`config.mk`:
```
export PLATFORM = sky130hd
export DESIGN_NAME = nibble_arbiter
export DESIGN_NICKNAME = d
export VERILOG_FILES = /design/src/rtl/nibble_arb_pkg.sv /design/src/rtl/nib_timer.sv /design/src/rtl/nibble_arbiter.sv
export SDC_FILE = /design/constraint.sdc
export NUM_CORES = 1
export LEC_CHECK = 0
export ABC_AREA = 1
export ABC_CLOCK_PERIOD_IN_PS = 2700
export CORE_ASPECT_RATIO = 0.75
export CORE_UTILIZATION = 30
export DETAILED_ROUTE_END_ITERATION = 8
export PLACE_DENSITY_LB_ADDON = 0.08
export SKIP_CTS_REPAIR_TIMING = 1
export SYNTH_ARGS = -nofsm -noshare
export SYNTH_HDL_FRONTEND = slang
export SYNTH_SLANG_ARGS = --single-unit
```
`constraint.sdc`:
```
create_clock -name CLK -period 2.7 [get_ports CLK]
set_clock_uncertainty 0.2 [all_clocks]
set_input_delay 0.54 -clock CLK [delete_from_list [all_inputs] [get_ports CLK]]
set_output_delay 0.54 -clock CLK [all_outputs]
set_load 0.01 [all_outputs]
```
`src/rtl/nibble_arb_pkg.sv`:
```
// Shared types and defaults for the nibble arbiter.
// Holds the FSM state encoding, requester ID type and timeout default.
package nibble_arb_pkg;

    typedef enum logic [1:0] {
        S_IDLE = 2'd0,
        S_HIGH = 2'd1,
        S_LOW  = 2'd2,
        S_DONE = 2'd3
    } state_t;

    typedef logic src_t;

    localparam int TIMEOUT_DEF = 8;

    function automatic int timer_width(input int limit);
        return $clog2(limit + 1);
    endfunction

endpackage

```
`src/rtl/nib_timer.sv`:
```
// Idle-cycle timer for an in-flight byte.
// Flags expiry on the cycle whose increment would reach TIMEOUT.
module nib_timer
    import nibble_arb_pkg::*;
#(
    parameter int TIMEOUT = TIMEOUT_DEF
) (
    input  logic i_clk,
    input  logic i_rst,
    input  logic i_clr,
    input  logic i_en,
    output logic o_expired
);

    localparam int W = timer_width(TIMEOUT);
    localparam logic [W-1:0] LIM = W'(TIMEOUT - 1);

    logic [W-1:0] r_cnt;

    always_ff @(posedge i_clk) begin
        if (i_rst || i_clr) begin
            r_cnt <= '0;
        end else if (i_en) begin
            r_cnt <= r_cnt + W'(1);
        end
    end

    assign o_expired = i_en && (r_cnt == LIM);

endmodule

```
`src/rtl/nibble_arbiter.sv`:
```
// Round-robin arbiter feeding one byte (high then low nibble) at a time
// from two nibble requesters into the packer data path.
module nibble_arbiter
    import nibble_arb_pkg::*;
#(
    parameter int TIMEOUT = TIMEOUT_DEF
) (
    input  logic       CLK,
    input  logic       RESET,
    input  logic       REQ0_VALID,
    input  logic [3:0] REQ0_DATA,
    output logic       REQ0_READY,
    input  logic       REQ1_VALID,
    input  logic [3:0] REQ1_DATA,
    output logic       REQ1_READY,
    output logic [3:0] PK_DATA,
    output logic       EN_H,
    output logic       EN_L,
    output logic       OUTPUT_VALID,
    output logic       OUT_SRC,
    output logic       TIMEOUT_ERR
);

    state_t r_state;
    state_t w_next;
    src_t   r_grant;
    src_t   w_pick;
    logic   w_any;
    logic   w_valid;
    logic   w_busy;
    logic   w_xfer;
    logic   w_expired;

    assign w_any   = REQ0_VALID || REQ1_VALID;
    assign w_pick  = (REQ0_VALID && REQ1_VALID) ? ~r_grant : REQ1_VALID;
    assign w_valid = r_grant ? REQ1_VALID : REQ0_VALID;
    assign w_busy  = (r_state == S_HIGH) || (r_state == S_LOW);
    assign w_xfer  = w_busy && w_valid;

    nib_timer #(
        .TIMEOUT(TIMEOUT)
    ) u_timer (
        .i_clk     (CLK),
        .i_rst     (RESET),
        .i_clr     ((r_state == S_IDLE) || w_xfer),
        .i_en      (w_busy && !w_xfer),
        .o_expired (w_expired)
    );

    // r_grant doubles as the last-granted pointer; resetting it to 1
    // makes requester 0 win the first contended grant.
    always_ff @(posedge CLK) begin
        if (RESET) begin
            r_state <= S_IDLE;
            r_grant <= 1'b1;
        end else begin
            r_state <= w_next;
            if (r_state == S_IDLE && w_any) begin
                r_grant <= w_pick;
            end
        end
    end

    always_comb begin
        w_next = r_state;
        unique case (r_state)
            S_IDLE: if (w_any) w_next = S_HIGH;
            S_HIGH: begin
                if (w_xfer)         w_next = S_LOW;
                else if (w_expired) w_next = S_IDLE;
            end
            S_LOW: begin
                if (w_xfer)         w_next = S_DONE;
                else if (w_expired) w_next = S_IDLE;
            end
            S_DONE: w_next = S_IDLE;
            default: w_next = S_IDLE;
        endcase
    end

    always_comb begin
        REQ0_READY   = 1'b0;
        REQ1_READY   = 1'b0;
        PK_DATA      = 4'h0;
        EN_H         = 1'b0;
        EN_L         = 1'b0;
        OUTPUT_VALID = 1'b0;
        OUT_SRC      = 1'b0;
        TIMEOUT_ERR  = 1'b0;
        if (!RESET) begin
            if (w_busy) begin
                REQ0_READY  = !r_grant;
                REQ1_READY  = r_grant;
                PK_DATA     = r_grant ? REQ1_DATA : REQ0_DATA;
                EN_H        = (r_state == S_HIGH) && w_valid;
                EN_L        = (r_state == S_LOW) && w_valid;
                TIMEOUT_ERR = w_expired;
            end
            if (r_state == S_DONE) begin
                OUTPUT_VALID = 1'b1;
                OUT_SRC      = r_grant;
            end
        end
    end

endmodule

```
After elaboration in Yosys (flattened, before gate mapping). Cells that the tools add are included.

Register bits: 7. Latch bits: 0. Bits in writable memories: 0. ROM bits: 0. Bits of input ports: 12. Output and inout bits: 11. Word-level logic and storage cells: 48. Memories: 0.

$add $sub $neg: 1. Multiply operators: 0. Div/mod/pow operators: 0. Magnitude comparators: 0. Equal/unequal tests: 5. Shift operators: 0. Multiplexer cells: 24. Bitwise gates (word level): 1. Reductions and logical operators: 14.

Operators with widths (count): $mux 1 (16); $mux 4 (3); $mux 2 (4); $pmux 2 s4 (1); $logic_and 1x1->1 (7); $add 4x1->4 const B (1); $eq 2x2->1 const B (2); $eq 4x3->1 const B (1); $logic_or 1x1->1 (4); $eq 2x1->1 const B (1); $logic_not 1->1 (2); $logic_not 2->1 (1); $ne 2x2->1 const B (1); $not 1->1 (1).

Longest topological paths before layout. Gate-level depths: netlist of the first run.

Depth after elaboration: 9. Mapped depth: 8. Gate-level depth less buffers: 8.

Modules after synthesis. Synthesis of the first run repeated with hierarchy kept, for this count alone.

Cells, all modules: 85. Area total of the unflattened synthesis: 551.8 um^2.

Modules (own cells, without submodules): nibble_arbiter (instances 1, cells each 60, area each 375.4 um^2, sequential area each 60.1 um^2); nib_timer (instances 1, cells each 25, area each 176.4 um^2, sequential area each 80.1 um^2).

Least setup slack after synthesis of the first run. No wires, ideal clock.

Path type: reg2out. From: register r_state[0]. To: output port EN_H. Data arrival time: 1.259 ns. Required time: 1.960 ns. Setup slack: 0.701 ns. Stages on the path, launching flop included: 5. Path buffers: 0. Path through: dfxtp_1 -> inv_1 -> ha_1 -> nand3_2 -> nor3_1.

Word-level cells in the longest chain between the ends: 4. Elaborated cells on any way between the ends: 6. Classes of those cells: eq/ne: 2; mux: 2; reduce/logical: 2.

Ends and longest elaborated chain: start: declaration (line nibble_arbiter.sv:24) `state_t r_state;`; start signal: assignment (line nibble_arbiter.sv:57) `r_state <= w_next;`; $eq 2x1->1 / $eq 2x2->1 (equally long branches) (line nibble_arbiter.sv:37, nibble_arbiter.sv:95); $logic_and 1x1->1 / $logic_or 1x1->1 (equally long branches) (line nibble_arbiter.sv:95, nibble_arbiter.sv:37); $mux 1 * (line nibble_arbiter.sv:91) `if (w_busy) begin`; $mux 1 * (line nibble_arbiter.sv:90) `if (!RESET) begin`; end: declaration (line nibble_arbiter.sv:17) `output logic EN_H,`.

Mark *: on every way between the ends. The rest lies on a longest branch, timed or not.

Final worst setup path of the first run.
From: input port RESET. To: output port OUTPUT_VALID.

Word-level cells in the longest chain between the ends: 1.

Ends and longest elaborated chain: start: declaration (line nibble_arbiter.sv:9) `input logic RESET,`; $mux 1 (line nibble_arbiter.sv:90); end: declaration (line nibble_arbiter.sv:19) `output logic OUTPUT_VALID,`.

Every way passes these cells.

==> results of run 1 <==
-- per-layer routing --
layer | GRT usage | wire, um
met3 | 0.0706 | 68
met1 | 0.249 | 798
met2 | 0.263 | 638
met4 | 0.0417 | 0
met5 | 0 | 0
-- how the worst max path moves through the flow --
stage	to	cells after the start	slack, ns	start
after floorplan	EN_H	4	0.70	r_state[0]
after global placement	PK_DATA[2]	6	-0.07	RESET
after detailed placement	PK_DATA[2]	6	-0.09	RESET
after CTS	PK_DATA[2]	6	-0.10	RESET
after global routing	OUTPUT_VALID	4	0.08	RESET
final	OUTPUT_VALID	4	0.1	RESET
-- registers in the layout, indices dropped and copies added, names as in the netlist --
register	cells
r_grant	1
r_state	2
u_timer.r_cnt	4
-- kinds of logic (layout without fill, tap and decap cells) --
group / after synthesis / count (layout) / synth area share
simple gates: 37 / 37 / 0.345
buf+inv: 16 / 53 / 0.113
compound gates: 13 / 13 / 0.167
flops: 7 / 7 / 0.259
fa+ha+maj: 5 / 5 / 0.116
-- synthesized netlist by cell type --
cell,instances,area share
sky130_fd_sc_hd__nor3b_1,1,0.014
sky130_fd_sc_hd__o21bai_1,1,0.014
sky130_fd_sc_hd__or2_1,1,0.012
sky130_fd_sc_hd__inv_2,1,0.0069
sky130_fd_sc_hd__a32oi_1,1,0.016
sky130_fd_sc_hd__nand3_2,2,0.037
sky130_fd_sc_hd__nand4_1,2,0.023
sky130_fd_sc_hd__nand3_1,5,0.046
sky130_fd_sc_hd__ha_1,5,0.12
sky130_fd_sc_hd__nand2_1,12,0.083
sky130_fd_sc_hd__a21oi_2,1,0.016
sky130_fd_sc_hd__nor3_1,4,0.037
sky130_fd_sc_hd__nand2_4,1,0.021
sky130_fd_sc_hd__buf_2,1,0.0093
sky130_fd_sc_hd__nor2_1,7,0.049
sky130_fd_sc_hd__dfxtp_1,7,0.26
sky130_fd_sc_hd__a21oi_1,5,0.046
sky130_fd_sc_hd__o21ai_1,1,0.0093
sky130_fd_sc_hd__inv_1,14,0.097
sky130_fd_sc_hd__nand2_2,2,0.023
sky130_fd_sc_hd__a22o_1,4,0.065
-- layout make-up --
cell class | instances | area (um2)
sequential | 7 | 141
tap | 21 | 26.3
inverter | 15 | 56.3
multi-input combinational | 55 | 357
timing repair buffer | 34 | 335
fill | 151 | 634
clock buffer | 4 | 26.3
-- where the power goes --
| group | internal, mW | leakage, nW | switching, mW |
|---|---|---|---|
| clock network | 0.0561 | 0.0150 | 0.0342 |
| logic | 0.105 | 0.511 | 0.103 |
| registers | 0.114 | 0.0572 | 0.00924 |
| total | 0.275 | 0.583 | 0.146 |
-- stage by stage --
step | worst slack [ns] | util | cells | cell area (um2)
CTS | -0.101 | 0.570 | 136 | 898
detailed placement | -0.0923 | 0.553 | 132 | 872
finish | 0.0991 | 0.598 | 136 | 942
global route | 0.0809 | 0.598 | 136 | 942
floorplan | 0.701 | - | 78 | 541
global placement | -0.0713 | 0.553 | 132 | 872
==> impl_metrics.env, run 1 <==
export IMPL_cap_violations=0
export IMPL_routed_wl_mm=1.51
export IMPL_worstPathBufferInverterCount=3
export IMPL_drv_slew=0
export IMPL_post_synth_instance_area_um2=541
export IMPL_mean_instance_size_in_the_synthesized_netlist_um2=6.93
export IMPL_post_route_period_util=0.963
export IMPL_dominant_delay_contributor_by_cell_family_on_the_critical_path="buffers and inverters"
export IMPL_maximum_number_of_pins_on_one_net_before_global_route_repair=8
export IMPL_core_rowCount=12
export IMPL_cts_tree="yes"
export IMPL_routabilityCongestion=0.758
export IMPL_critical_path_cell_chain="clkdlybuf4s50_1, buf_4, nor2_1, clkdlybuf4s50_1"
export IMPL_first_global_vias=604
export IMPL_worstReg2RegEnd="r_state[1]"
export IMPL_worst_ep_arrival_time_ns=1.86
export IMPL_synth_seq_cells=7
export IMPL_grt_pass1_wl_mm=2.53
export IMPL_worst_ir_drop_vdd_v=0.000317
export IMPL_most_frequent_cells_in_the_layout="12 x sky130_fd_sc_hd__inv_1, 12 x sky130_fd_sc_hd__nand2_1, 12 x sky130_fd_sc_hd__clkdlybuf4s50_1, 12 x sky130_fd_sc_hd__buf_4, 10 x sky130_fd_sc_hd__dlymetal6s2s_1"
export IMPL_tritoncts_num_buffers=3
export IMPL_yosysWarningCount=0
export IMPL_layout_area_overhead_vs_synth_pct=74.3
export IMPL_drt_first_pass_iters=4
export IMPL_worst_setup_path_type="in -> out"
export IMPL_min_delay_path_depth=1
export IMPL_number_of_antenna_violations_at_the_first_check_in_global_routing=0
export IMPL_final_period_minus_worst_setup_slack_ns=2.60
export IMPL_globalRouteTotalUtil=0.182
export IMPL_worst_pin_slew_ns=0.164
export IMPL_worst_hold_startpoint="u_timer.r_cnt[3]"
export IMPL_starting_density_of_the_core=0.343
export IMPL_rsz0062_at_grt="no"
export IMPL_netlist_cell_type_count=21
export IMPL_placement_io_buffers=22
export IMPL_h_tree_depth=1
export IMPL_leakage_nw=0.583
export IMPL_setup_violations=0
export IMPL_antenna_cells=0
export IMPL_route_detailed_drc=0
export IMPL_vias=607
export IMPL_cp_max_fo=7
export IMPL_slew_headroom=0.890
export IMPL_cp_required_ns=1.96
export IMPL_path_common_cell="sky130_fd_sc_hd__clkdlybuf4s50_1"
export IMPL_overflow=0
export IMPL_clock_latency_on_the_worst_skew_pair_ns=0.24
export IMPL_reg2reg_depth=9
export IMPL_cpPeakStageDelay_ns=0.55
export IMPL_postRouteAntennaNets=0
export IMPL_p_total_uw=421
export IMPL_cp_slowest_cell="sky130_fd_sc_hd__clkdlybuf4s50_1"
export IMPL_worst_setup_hold_path_clk_slew_ns=0.05
export IMPL_worst_setup_ep_type="output pin"
export IMPL_pin_count=23
export IMPL_wl_per_cell_um=11.1
export IMPL_endpoint_of_the_worst_hold_timing_path="u_timer.r_cnt[3]"
export IMPL_dieHeight_um=38.8
export IMPL_reg2reg_from="r_state[0]"
export IMPL_hold_viol=0
export IMPL_max_clock_path_buffers=2
export IMPL_drt_iter0_markers=2
export IMPL_status="completed"
export IMPL_post_route_cells_drive_above_1_share=0.243
export IMPL_mappedNetlistNets=95
export IMPL_netlist_instances=78
export IMPL_power_per_cell_area_nw_per_um2=447
export IMPL_reg2reg_slack_ns=1.04
export IMPL_maximum_clock_frequency_mhz=384
export IMPL_dieWidth_um=51.0
export IMPL_via_per_inst=4.46
export IMPL_critPathLaunchType="primary input"
export IMPL_synth_seq_area_share=0.259
export IMPL_clock_sinks=7
export IMPL_buffer_type_at_the_clock_tree_root="sky130_fd_sc_hd__clkbuf_4"
export IMPL_dpl_hpwl_mm=1.27
export IMPL_post_route_hold_slack_ns=0.257
export IMPL_setup_tns_final_ns=0
export IMPL_core_area_um2=1580
export IMPL_design_die_area_um2=1980
export IMPL_worst_hold_path_type="reg -> reg"
export IMPL_finish_net_count=133
No activity file was read; power rests on OpenSTA's default activity.
==> inputs of run 2 (changes only) <==
MAX_ROUTING_LAYER = met4   (was unset)
==> run 2 against run 1 <==
Compared with the run above: routed wire length unchanged; count of clock-buffer cells in the layout unchanged; fmax unchanged; critical path depth unchanged; worst hold slack unchanged.
==> impl_metrics.env, run 2 (synthesis results as in run 1) <==
export IMPL_finish_net_count=133
export IMPL_wl_met2_um=628
export IMPL_drt_iter0_markers=3
export IMPL_wl_per_cell_um=11.1
export IMPL_clock_sinks=7
export IMPL_via_per_inst=4.46
export IMPL_worst_setup_ep_type="output pin"
export IMPL_grt_pass1_wl_mm=2.53
export IMPL_worst_setup_path_startpoint="RESET"
export IMPL_buffer_type_at_the_clock_tree_root="sky130_fd_sc_hd__clkbuf_4"
export IMPL_dominant_delay_contributor_by_cell_family_on_the_critical_path="buffers and inverters"
export IMPL_drt_first_pass_iters=4
export IMPL_worst_setup_hold_path_clk_slew_ns=0.05
export IMPL_cts_tree="yes"
export IMPL_path_common_cell="sky130_fd_sc_hd__clkdlybuf4s50_1"
export IMPL_first_global_vias=603
export IMPL_routabilityCongestion=0.768
export IMPL_placement_io_buffers=22
export IMPL_critPathLaunchType="primary input"
export IMPL_rsz0062_at_grt="no"
export IMPL_leakage_nw=0.583
export IMPL_core_area_um2=1580
export IMPL_overflow=0
export IMPL_core_rowCount=12
export IMPL_cp_num_cells=4
export IMPL_met3WireLength_um=68
export IMPL_final_period_minus_worst_setup_slack_ns=2.60
export IMPL_cp_required_ns=1.96
export IMPL_dp_worst_setup_slack_ns=-0.0923
export IMPL_worst_pin_slew_ns=0.164
export IMPL_drv_slew=0
export IMPL_highest_signal_layer="met4"
export IMPL_starting_density_of_the_core=0.343
export IMPL_worst_setup_path_type="in -> out"
export IMPL_worst_hold_startpoint="u_timer.r_cnt[3]"
export IMPL_cp_slowest_cell="sky130_fd_sc_hd__clkdlybuf4s50_1"
export IMPL_antenna_cells=0
export IMPL_final_fill_count=151
export IMPL_cpPeakStageDelay_ns=0.55
export IMPL_worstPathBufferInverterCount=3
export IMPL_worst_ir_drop_vdd_v=0.000316
export IMPL_status="completed"
export IMPL_post_route_hold_slack_ns=0.257
export IMPL_h_tree_depth=1
export IMPL_dieHeight_um=38.8
export IMPL_dpl_hpwl_mm=1.27
export IMPL_post_place_cells=132
export IMPL_most_frequent_cells_in_the_layout="12 x sky130_fd_sc_hd__inv_1, 12 x sky130_fd_sc_hd__nand2_1, 12 x sky130_fd_sc_hd__clkdlybuf4s50_1, 12 x sky130_fd_sc_hd__buf_4, 10 x sky130_fd_sc_hd__dlymetal6s2s_1"
export IMPL_largest_register_ff_count=4
export IMPL_setup_tns_final_ns=0
export IMPL_worst_slack_setup_final_ns=0.0991
export IMPL_routed_wl_mm=1.51
export IMPL_number_of_antenna_violations_at_the_first_check_in_global_routing=0
export IMPL_stdcell_count=136
export IMPL_critical_path_cell_chain="clkdlybuf4s50_1, buf_4, nor2_1, clkdlybuf4s50_1"
export IMPL_postLayoutCellArea_um2=942
export IMPL_postRouteAntennaNets=0
export IMPL_vias=607
export IMPL_cp_max_fo=7
export IMPL_tritoncts_num_buffers=3
export IMPL_worst_ep_arrival_time_ns=1.86
export IMPL_reg2reg_depth=9
export IMPL_reg2reg_from="r_state[0]"
export IMPL_route_detailed_drc=0
export IMPL_power_per_cell_area_nw_per_um2=447
export IMPL_globalRouteTotalUtil=0.187
export IMPL_dieWidth_um=51.0
export IMPL_cap_violations=0
export IMPL_worst_hold_path_type="reg -> reg"
export IMPL_setup_violations=0
export IMPL_pin_count=23
export IMPL_design_die_area_um2=1980
export IMPL_max_clock_path_buffers=2
export IMPL_layout_area_overhead_vs_synth_pct=74.3
export IMPL_hold_viol=0
export IMPL_met1Wirelength_um=801
export IMPL_dpl_cell_area_um2=872
export IMPL_slew_headroom=0.890
export IMPL_fin_util=0.598
export IMPL_post_route_period_util=0.963
export IMPL_post_route_cells_drive_above_1_share=0.243
export IMPL_top_register="u_timer.r_cnt"
export IMPL_maximum_clock_frequency_mhz=384
export IMPL_top_regs="u_timer.r_cnt (4), r_state (2), r_grant (1)"
export IMPL_clock_latency_on_the_worst_skew_pair_ns=0.24
export IMPL_p_total_uw=421
export IMPL_maximum_number_of_pins_on_one_net_before_global_route_repair=8
export IMPL_min_delay_path_depth=1
## run 2: worst paths after layout
path | end | slack (ns)
worst min register to register | u_timer.r_cnt[3] | 0.26
worst max-delay path | OUTPUT_VALID | 0.1
worst max register to register | r_state[1] | 1.04
worst min-delay path | u_timer.r_cnt[3] | 0.26
## run 2: power breakdown
part | switching [mW] | internal (mW)
Combinational | 0.103 | 0.105
Sequential | 0.00922 | 0.114
Clock | 0.0341 | 0.0561
## run 2: final cells by class
type | count | area, um2 | area share
clock buffers | 4 | 26.3 | 0.0279
inverters | 15 | 56.3 | 0.0598
multi-input cells | 55 | 357 | 0.378
flip-flops and latches | 7 | 141 | 0.150
well taps | 21 | 26.3 | 0.0279
repair buffers | 34 | 335 | 0.356
## run 2: worst register-to-register path, cell delays in order (launching register included)
cell and delay, ns:
sky130_fd_sc_hd__dfxtp_2 0.35, sky130_fd_sc_hd__inv_1 0.10, sky130_fd_sc_hd__ha_4 0.30, sky130_fd_sc_hd__buf_4 0.13, sky130_fd_sc_hd__nand3_1 0.12, sky130_fd_sc_hd__buf_4 0.16
sky130_fd_sc_hd__nand2_1 0.05, sky130_fd_sc_hd__nand2_1 0.05, sky130_fd_sc_hd__nand2_1 0.07, sky130_fd_sc_hd__a21oi_2 0.05
## run 2: layer usage
layer | track usage | up-vias
met5 | - | -
met4 | 0.0417 | 0
met2 | 0.263 | 11
met3 | 0.0706 | 2
li1 | - | 335
met1 | 0.249 | 259
